[config.mk]
export PLATFORM = sky130hd
export DESIGN_NAME = ddr_20g_chk_ctrl
export DESIGN_NICKNAME = d
export VERILOG_FILES = /design/src/rtl/ddr_chk_pkg.sv /design/src/rtl/ddr_chk_gate.sv /design/src/rtl/ddr_20g_chk_ctrl.sv
export SDC_FILE = /design/constraint.sdc
export NUM_CORES = 1
export LEC_CHECK = 0
export ABC_CLOCK_PERIOD_IN_PS = 5850
export CAP_MARGIN = 10
export CORE_AREA = 8 8 336 338
export CTS_CLUSTER_DIAMETER = 60
export DETAILED_ROUTE_END_ITERATION = 10
export DIE_AREA = 0 0 344 346
export GPL_ROUTABILITY_DRIVEN = 0
export GPL_TIMING_DRIVEN = 0
export PLACE_DENSITY = 0.51
export SETUP_SLACK_MARGIN = 0.05
export SLEW_MARGIN = 20
export SYNTH_ARGS = -nofsm -noshare
export SYNTH_HDL_FRONTEND = slang
export SYNTH_SLANG_ARGS = --single-unit
[constraint.sdc]
create_clock -name clk -period 5.85 [get_ports clk]
set_input_delay 1.17 -clock clk [delete_from_list [all_inputs] [get_ports clk]]
set_output_delay 1.17 -clock clk [all_outputs]
set_load 0.01 [all_outputs]
[src/rtl/ddr_chk_pkg.sv]
// Shared definitions for the DDR 20G readback checker path: run-controller
// state encoding and the packet end marker used by the checkers.
package ddr_chk_pkg;

    typedef enum logic [2:0] {
        ST_IDLE  = 3'd0,
        ST_CLEAR = 3'd1,
        ST_RUN   = 3'd2,
        ST_DRAIN = 3'd3,
        ST_SNAP  = 3'd4,
        ST_DONE  = 3'd5
    } chk_state_e;

    localparam logic [127:0] PKT_END_FLAG = 128'h5A5ADEAD_0000FFFF_5A5ADEAD_0000FFFF;

endpackage

[src/rtl/ddr_chk_gate.sv]
// Registered valid/data gate between the readback stream and the checker,
// with a saturating count of forwarded beats.
module ddr_chk_gate
    import ddr_chk_pkg::*;
#(
    parameter int DATA_WD = 256,
    parameter int CNT_WD  = 32
) (
    input  logic               clk,
    input  logic               rst,
    input  logic               en,
    input  logic               cnt_clr,
    input  logic [DATA_WD-1:0] s_tdata,
    input  logic               s_tvalid,
    output logic [DATA_WD-1:0] m_tdata,
    output logic               m_tvalid,
    output logic [CNT_WD-1:0]  beat_cnt
);

    logic [DATA_WD-1:0] m_tdata_q, m_tdata_d;
    logic               m_tvalid_q, m_tvalid_d;
    logic [CNT_WD-1:0]  beat_cnt_q, beat_cnt_d;
    logic               fwd;

    always_comb begin
        fwd        = en & s_tvalid;
        m_tvalid_d = fwd;
        m_tdata_d  = m_tdata_q;
        beat_cnt_d = beat_cnt_q;
        if (fwd) begin
            m_tdata_d = s_tdata;
        end
        if (cnt_clr) begin
            beat_cnt_d = '0;
        end else if (fwd && (beat_cnt_q != '1)) begin
            beat_cnt_d = beat_cnt_q + CNT_WD'(1);
        end
    end

    always_ff @(posedge clk) begin
        if (rst) begin
            m_tdata_q  <= '0;
            m_tvalid_q <= 1'b0;
            beat_cnt_q <= '0;
        end else begin
            m_tdata_q  <= m_tdata_d;
            m_tvalid_q <= m_tvalid_d;
            beat_cnt_q <= beat_cnt_d;
        end
    end

    assign m_tdata  = m_tdata_q;
    assign m_tvalid = m_tvalid_q;
    assign beat_cnt = beat_cnt_q;

endmodule

[src/rtl/ddr_20g_chk_ctrl.sv]
// Run controller for the DDR 20G readback checker: clears the checkers, opens a
// bounded measurement window, drains the pipeline and snapshots the counters.
module ddr_20g_chk_ctrl
    import ddr_chk_pkg::*;
#(
    parameter int DATA_WD      = 256,
    parameter int CNT_WD       = 32,
    parameter int CLR_CYCLES   = 16,
    parameter int DRAIN_CYCLES = 8,
    parameter int TO_WD        = 24
) (
    input  logic               clk,
    input  logic               rst,
    input  logic               cfg_start,
    input  logic               cfg_stop,
    input  logic [CNT_WD-1:0]  cfg_run_len,
    input  logic [TO_WD-1:0]   cfg_timeout,
    input  logic [DATA_WD-1:0] s_axis_tdata,
    input  logic               s_axis_tvalid,
    output logic [DATA_WD-1:0] m_axis_tdata,
    output logic               m_axis_tvalid,
    output logic               chk_rst,
    input  logic [CNT_WD-1:0]  adc_suc_cnt,
    input  logic [CNT_WD-1:0]  adc_err_cnt,
    input  logic [CNT_WD-1:0]  enc_suc_cnt,
    input  logic [CNT_WD-1:0]  enc_err_cnt,
    output logic [CNT_WD-1:0]  snap_adc_suc,
    output logic [CNT_WD-1:0]  snap_adc_err,
    output logic [CNT_WD-1:0]  snap_enc_suc,
    output logic [CNT_WD-1:0]  snap_enc_err,
    output logic [CNT_WD-1:0]  beat_cnt,
    output logic               busy,
    output logic               done,
    output logic               pass,
    output logic               timeout_flag,
    output logic [2:0]         state
);

    localparam logic [15:0] CLR_LAST   = 16'(CLR_CYCLES - 1);
    localparam logic [15:0] DRAIN_LAST = 16'(DRAIN_CYCLES - 1);

    chk_state_e         state_q, state_d;
    logic [15:0]        tmr_q, tmr_d;
    logic [TO_WD-1:0]   idle_q, idle_d;
    logic [CNT_WD-1:0]  run_len_q, run_len_d;
    logic [TO_WD-1:0]   timeout_q, timeout_d;
    logic               timeout_flag_q, timeout_flag_d;
    logic               pass_q, pass_d;
    logic               done_q, done_d;
    logic [CNT_WD-1:0]  snap_adc_suc_q, snap_adc_suc_d;
    logic [CNT_WD-1:0]  snap_adc_err_q, snap_adc_err_d;
    logic [CNT_WD-1:0]  snap_enc_suc_q, snap_enc_suc_d;
    logic [CNT_WD-1:0]  snap_enc_err_q, snap_enc_err_d;

    logic               gate_en;
    logic               cnt_clr;
    logic               last_beat;
    logic               to_hit;

    ddr_chk_gate #(
        .DATA_WD (DATA_WD),
        .CNT_WD  (CNT_WD)
    ) u_gate (
        .clk      (clk),
        .rst      (rst),
        .en       (gate_en),
        .cnt_clr  (cnt_clr),
        .s_tdata  (s_axis_tdata),
        .s_tvalid (s_axis_tvalid),
        .m_tdata  (m_axis_tdata),
        .m_tvalid (m_axis_tvalid),
        .beat_cnt (beat_cnt)
    );

    always_comb begin
        state_d        = state_q;
        tmr_d          = tmr_q;
        idle_d         = idle_q;
        run_len_d      = run_len_q;
        timeout_d      = timeout_q;
        timeout_flag_d = timeout_flag_q;
        pass_d         = pass_q;
        done_d         = 1'b0;
        snap_adc_suc_d = snap_adc_suc_q;
        snap_adc_err_d = snap_adc_err_q;
        snap_enc_suc_d = snap_enc_suc_q;
        snap_enc_err_d = snap_enc_err_q;
        gate_en        = 1'b0;
        cnt_clr        = 1'b0;
        // The beat that reaches run_len is the one being forwarded this cycle.
        last_beat      = (run_len_q != '0) && s_axis_tvalid &&
                         ((beat_cnt + CNT_WD'(1)) == run_len_q);
        to_hit         = (timeout_q != '0) && !s_axis_tvalid &&
                         ((idle_q + TO_WD'(1)) == timeout_q);

        case (state_q)
            ST_IDLE, ST_DONE: begin
                if (cfg_start) begin
                    state_d        = ST_CLEAR;
                    tmr_d          = '0;
                    cnt_clr        = 1'b1;
                    pass_d         = 1'b0;
                    timeout_flag_d = 1'b0;
                    run_len_d      = cfg_run_len;
                    timeout_d      = cfg_timeout;
                end
            end
            ST_CLEAR: begin
                idle_d = '0;
                if (tmr_q == CLR_LAST) begin
                    state_d = ST_RUN;
                    tmr_d   = '0;
                end else begin
                    tmr_d = tmr_q + 16'd1;
                end
            end
            ST_RUN: begin
                gate_en = 1'b1;
                idle_d  = s_axis_tvalid ? '0 : idle_q + TO_WD'(1);
                if (to_hit) begin
                    timeout_flag_d = 1'b1;
                end
                if (last_beat || cfg_stop || to_hit) begin
                    state_d = ST_DRAIN;
                    tmr_d   = '0;
                end
            end
            ST_DRAIN: begin
                if (tmr_q == DRAIN_LAST) begin
                    state_d = ST_SNAP;
                    tmr_d   = '0;
                end else begin
                    tmr_d = tmr_q + 16'd1;
                end
            end
            ST_SNAP: begin
                snap_adc_suc_d = adc_suc_cnt;
                snap_adc_err_d = adc_err_cnt;
                snap_enc_suc_d = enc_suc_cnt;
                snap_enc_err_d = enc_err_cnt;
                pass_d  = (adc_err_cnt == '0) && (enc_err_cnt == '0) &&
                          (adc_suc_cnt != '0) && !timeout_flag_q;
                state_d = ST_DONE;
                done_d  = 1'b1;
            end
            default: begin
                state_d = ST_IDLE;
            end
        endcase
    end

    always_ff @(posedge clk) begin
        if (rst) begin
            state_q        <= ST_IDLE;
            tmr_q          <= '0;
            idle_q         <= '0;
            run_len_q      <= '0;
            timeout_q      <= '0;
            timeout_flag_q <= 1'b0;
            pass_q         <= 1'b0;
            done_q         <= 1'b0;
            snap_adc_suc_q <= '0;
            snap_adc_err_q <= '0;
            snap_enc_suc_q <= '0;
            snap_enc_err_q <= '0;
        end else begin
            state_q        <= state_d;
            tmr_q          <= tmr_d;
            idle_q         <= idle_d;
            run_len_q      <= run_len_d;
            timeout_q      <= timeout_d;
            timeout_flag_q <= timeout_flag_d;
            pass_q         <= pass_d;
            done_q         <= done_d;
            snap_adc_suc_q <= snap_adc_suc_d;
            snap_adc_err_q <= snap_adc_err_d;
            snap_enc_suc_q <= snap_enc_suc_d;
            snap_enc_err_q <= snap_enc_err_d;
        end
    end

    // Checkers stay in reset from power-up until the first run leaves CLEAR.
    assign chk_rst      = (state_q == ST_IDLE) || (state_q == ST_CLEAR);
    assign busy         = (state_q == ST_CLEAR) || (state_q == ST_RUN) ||
                          (state_q == ST_DRAIN) || (state_q == ST_SNAP);
    assign done         = done_q;
    assign pass         = pass_q;
    assign timeout_flag = timeout_flag_q;
    assign state        = state_q;
    assign snap_adc_suc = snap_adc_suc_q;
    assign snap_adc_err = snap_adc_err_q;
    assign snap_enc_suc = snap_enc_suc_q;
    assign snap_enc_err = snap_enc_err_q;

endmodule
# [After elaboration in Yosys (flattened, before gate mapping)]
# Index checks and enable logic that the tools add are counted.
[op_classes] n_mux=20 n_eq_ne=15 reduce_logical=33 add_sub_neg=3 bitwise_logic=1
[op_table] cell="$logic_not 32->1" count=2
[op_table] cell="$mux 16" count=4
[op_table] cell="$pmux 16 s4" count=1
[op_table] cell="$reduce_bool 32->1" count=2
[op_table] cell="$pmux 24 s2" count=1
[op_table] cell="$add 32x1->32 const B" count=1
[op_table] cell="$eq 32x32->1" count=1
[op_table] cell="$ne 32x32->1 const B" count=1
[op_table] cell="$add 24x1->24 const B" count=1
[op_table] cell="$eq 24x24->1" count=1
[op_table] cell="$mux 24" count=1
[op_table] cell="$reduce_bool 24->1" count=1
[op_table] cell="$add 16x1->16 const B" count=1
[op_table] cell="$eq 16x3->1 const B" count=1
[op_table] cell="$eq 16x4->1 const B" count=1
[op_table] cell="$pmux 3 s5" count=1
[op_table] cell="$mux 3" count=4
[op_table] cell="$ne 2x2->1 const B" count=5
[op_table] cell="$logic_and 1x1->1" count=8
[op_table] cell="$eq 3x2->1 const B" count=2
[op_table] cell="$eq 3x3->1 const B" count=2
[op_table] cell="$logic_or 1x1->1" count=6
[op_table] cell="$mux 1" count=6
[op_table] cell="$reduce_and 3->1" count=2
[op_table] cell="other kinds (10)" count=16
[totals] word_cells=87 register_bits=519

# [Depth between registers and ports, before layout]
[depth] ltp_word=7 depth_mapped=12 mapped_depth_nobuf=10

# [By module]
# Synthesis repeated with hierarchy kept, for this count alone.
[hier_totals] hier_cells=2766 hier_area_um2=21281.7
[by_module_without_submodules] mod="ddr_20g_chk_ctrl" area_per_inst_um2=10929.2 cells_each=1446 n_inst=1 seq_area_each_um2=4604.4
[by_module_without_submodules] mod="ddr_chk_gate" area_per_inst_um2=10352.4 cells_each=1320 n_inst=1 seq_area_each_um2=5785.5

# [Least setup slack after synthesis]
# No wires, ideal clock.
[synth_timing] path_kind="reg-to-reg" from="register idle_q[0]" to="register tmr_q[15]" synth_period_minus_slack_ps=3237 stages_incl_launch_ff=13 arrival_time_ps=3096 required_ps=5709 setup_slack_ps=2613 cell_sequence="dfxtp_1 > ha_1 > and3_1 > clkbuf_1 > nand2_1 > or3_1 > buf_2 > a2111oi_4 > or4b_4 > nor4_4 > nor4_4 > nand2_4 > a41oi_1"
[synth_via] elab_chain_len=6
[synth_rtl] element="start: declaration" line="ddr_20g_chk_ctrl.sv:44" source="logic [TO_WD-1:0] idle_q, idle_d;"
[synth_rtl] element="start signal: assignment" line="ddr_20g_chk_ctrl.sv:169" source="idle_q <= idle_d;"
[synth_rtl] element="$add 24x1->24" line="ddr_20g_chk_ctrl.sv:94" source="((idle_q + TO_WD'(1)) == timeout_q);"
[synth_rtl] element="$eq 24x24->1" line="ddr_20g_chk_ctrl.sv:94"
[synth_rtl] element="$logic_and 1x1->1" line="ddr_20g_chk_ctrl.sv:93" source="to_hit = (timeout_q != '0) && !s_axis_tvalid &&"
[synth_rtl] element="$logic_or 1x1->1" line="ddr_20g_chk_ctrl.sv:123" source="if (last_beat || cfg_stop || to_hit) begin"
[synth_rtl] element="$ne 2x2->1 (no source line)"
[synth_rtl] element="$reduce_and 3->1 (no source line)"
[synth_rtl] element="end signal: assignment" line="ddr_20g_chk_ctrl.sv:168" source="tmr_q <= tmr_d;"
[synth_rtl] element="end: declaration" line="ddr_20g_chk_ctrl.sv:43" source="logic [15:0] tmr_q, tmr_d;"
# No other way between the ends.
# A chain may end at the register's enable or synchronous reset.

# [Worst setup path in the final report]
[layout_timing] from="register u_gate.beat_cnt_q[8] (netlist: u_gate.beat_cnt[8])" to="register tmr_q[15]"
[layout_via] elab_chain_len=7
[layout_rtl] element="start: declaration" line="ddr_chk_gate.sv:22" source="logic [CNT_WD-1:0] beat_cnt_q, beat_cnt_d;"
[layout_rtl] element="start signal: assignment" line="ddr_chk_gate.sv:48" source="beat_cnt_q <= beat_cnt_d;"
[layout_rtl] element="$add 32x1->32" line="ddr_20g_chk_ctrl.sv:92" source="((beat_cnt + CNT_WD'(1)) == run_len_q);"
[layout_rtl] element="$eq 32x32->1" line="ddr_20g_chk_ctrl.sv:92"
[layout_rtl] element="$logic_and 1x1->1" line="ddr_20g_chk_ctrl.sv:91" source="last_beat = (run_len_q != '0) && s_axis_tvalid &&"
[layout_rtl] element="$logic_or 1x1->1 (2 in series)" line="ddr_20g_chk_ctrl.sv:123"
[layout_rtl] element="$ne 2x2->1 (no source line)"
[layout_rtl] element="$reduce_and 3->1 (no source line)"
# No other way between the ends.

==> results.md <==
- Status: finished, final reports clean
- DRT Pass-1 Iters: 8
- Ys Warns: 0
- Avg Cell Area, Syn: roughly 7.6 µm²
- Share of flip-flops with an asynchronous set or reset: 0
- Hold Path Class: flop to flop
- Worst skew pair latency: between 600 and 700 ps
- Top post-synthesis cells by count: 958 x nand2_1, 519 x dfxtp_1, 492 x a21oi_1
- Via count: 23000
- H-tree depth: 3
- Clock Tree Root: clkbuf_16
- Area of the die: 119000 µm²
- Layout net count: between 4000 and 5000
- Seq/Total Area, Yosys: 0.494
- Most used routing layer: met2
- Post-Syn Instances: between 2000 and 3000
- Global Route met2 Usage: 0.312
- Slew headroom: 0.263
- Final period util: 0.717
- Starting Density: 0.195
- CTS clk-pin slew, worst paths: 60 ps
- DRT antenna net count: 0
- Core Area: 108000 µm²
- Routing usage on met3: 0.0609
- Leak: 11.0 nW
- Count of final setup violators: 0
- CTS resizes: 0
- Routed WL per cell: 22.6 µm
- Flops & latches, synth: 519
- Clk sink count: 519
- Via/cell ratio: ~4.4
- Critical path fanouts, max: 10
- Layout area overhead: 62.7%
- Final hold vios: 0
- Gr ovfl total: 0
- Slew Limit Fails: 0
- WP data required: approximately 6300 ps
- Fmax: roughly 240 MHz
- Top cell type's share of synthesized area: 0.494
- PwrDens: ~270 nW/µm²
- Synthesized cell area: 21000 µm²
- Vert. Die Dim: approximately 350 µm
- Skew final: 35.9 ps
- Tmin final: 4190 ps
- CTS Buf Count: 75
- Post-CTS Setup Repair Bufs: 0
- Ranking of synthesized cells by area: dfxtp_1 49%, nand2_1 17%, a21oi_1 12%, clkbuf_1 3.3%, xnor2_1 2.3%
- Pin count of the biggest net entering global routing: 13
- RSZ-0062 raised after global routing: no
- Worst slack at placement: roughly 1100 ps
- Worst slew pin tran: 1110 ps
- Setup WS post-layout: about 1700 ps
- Residual DRC: 0
- Antenna violations before repair: 13
- Post-synthesis cell type count: 60
- Clk buf depth: 3
- CP arrival: between 4000 and 5000 ps
- CP Class: flop to flop
- Most common cell in the synthesized netlist: nand2_1
- Synth Flop Type: dfxtp_1
- Drt total wl: 117000 µm
- Number of enable flip-flop cells after synthesis: 0
- Max rail drop VDD: roughly 0.18 mV
- Startpoint types: flop
- CP endpoint kind: flop
- Tot GR Track Use: 0.187
- Hpwl dp: 95300 µm
- Synthesized Nets: between 3000 and 4000
- Vias in the first global route: around 22000
- Global-route wire length before repair: between 150000 and 200000 µm
- Number of fill cells: ~12000
- Met1 Use GR: 0.232
- # IOs: 870
- Die Wd: 344 µm
- Hold Buf Count CTS: 0
- # rows: 121
- Leading area contributor after synthesis: dfxtp_1
- I/O Buffers: 868
- Hold Slack: around 450 ps
- First-iteration detailed-routing DRC count: ~1600
- Max cap viols: 0
- Layout cells sized above 1: 0.0407
- CTS tree: done
- Total Neg Setup Slack: 0 ps
[stage by stage]
stage | cells | total power [mW] | util | instance area (µm²)
6_report | 5181 | 9.07 | 0.317 | 34200
4_1_cts | 5176 | 9.19 | 0.317 | 34200
3_3_place_gp | 5038 | 4.27 | 0.292 | 31500
3_5_place_dp | 5038 | 4.27 | 0.292 | 31500
5_1_grt | 5179 | 9.37 | 0.317 | 34200
2_1_floorplan | 2756 | 3.83 | - | 21000
[layout make-up]
class,instances,area [µm²],share of cell area
inverters,10,37.5,0.00110
clock buffers,100,2160,0.0633
clock inverters,38,529,0.0155
well taps,1414,1770,0.0517
plain buffers,204,782,0.0229
flip-flops and latches,519,10400,0.304
repair buffers,868,8690,0.254
multi-input cells,2023,9830,0.287
diodes,5,12.5,0.000366
[cell usage in the layout (no fill, tap or decap), types with 10 or more instances in the layout]
cell type / n
nand4_1: 34
o211ai_1: 13
clkdlybuf4s50_1: 868
or3_1: 11
nand3_1: 30
nand2b_1: 13
nor3_1: 31
a31oi_1: 12
clkbuf_1: 191
a311oi_1: 11
xnor2_1: 55
a21oi_1: 492
xor2_1: 43
nor2_1: 102
clkbuf_8: 13
dfxtp_1: 519
nand2_1: 958
nor4_1: 62
clkbuf_16: 78
and3_1: 15
bufinv_16: 10
inv_1: 10
o21ai_0: 30
[layer usage]
layer | vias up | wire length, µm
met1 | 10900 | 49500
li1 | 11200 | -
met4 | 4 | 2490
met2 | 796 | 55400
met3 | 133 | 9880
met5 | - | 27
[flip-flops by register name (all words and copies together) (netlist names)]
register / count
timeout_flag: 1
tmr_q: 16
u_gate.m_tdata: 256
idle_q: 24
pass: 1
run_len_q: 32
snap_adc_err: 32
done: 1
snap_enc_suc: 32
u_gate.beat_cnt: 32
timeout_q: 24
state: 3
snap_adc_suc: 32
u_gate.m_tvalid: 1
snap_enc_err: 32
[critical path, stage by stage (launching register included)]
cell and delay (ps):
dfxtp_1 330, clkbuf_1 300, and4_1 390, nand4_1 380, nor4_1 820, o22ai_1 140, or4_1 460, nor4_1 190
nand4_1 500, nand2_4 360, a41oi_1 140
[power by group]
group | internal (mW) | switching, mW | leakage (nW)
combinational | 0.338 | 0.262 | 5.53
clock | 3.06 | 1.81 | 1.31
sequential | 3.56 | 0.0325 | 4.19
[cell families after synthesis]
logic type,after synthesis,synth area share
XOR/XNOR,98,0.0408
buffers and inverters,214,0.0387
AO/OA/AOI/OAI,612,0.159
multiplexers,4,0.00190
flip-flops,519,0.494
adder cells (fa/ha/maj),3,0.00179
AND/OR/NAND/NOR,1306,0.263
[path summary, 6_finish.rpt]
| path | startpoint | end | slack, ps | cells after the start |
|---|---|---|---|---|
| max | u_gate.beat_cnt[8] | tmr_q[15] | 1660 | 10 |
| min reg2reg | snap_adc_suc[3] | snap_adc_suc[3] | 450 | 2 |
| min | snap_adc_suc[3] | snap_adc_suc[3] | 450 | 2 |
| max reg2reg | u_gate.beat_cnt[8] | tmr_q[15] | 1660 | 10 |
Note: power is estimated with default switching activity, not from simulation.
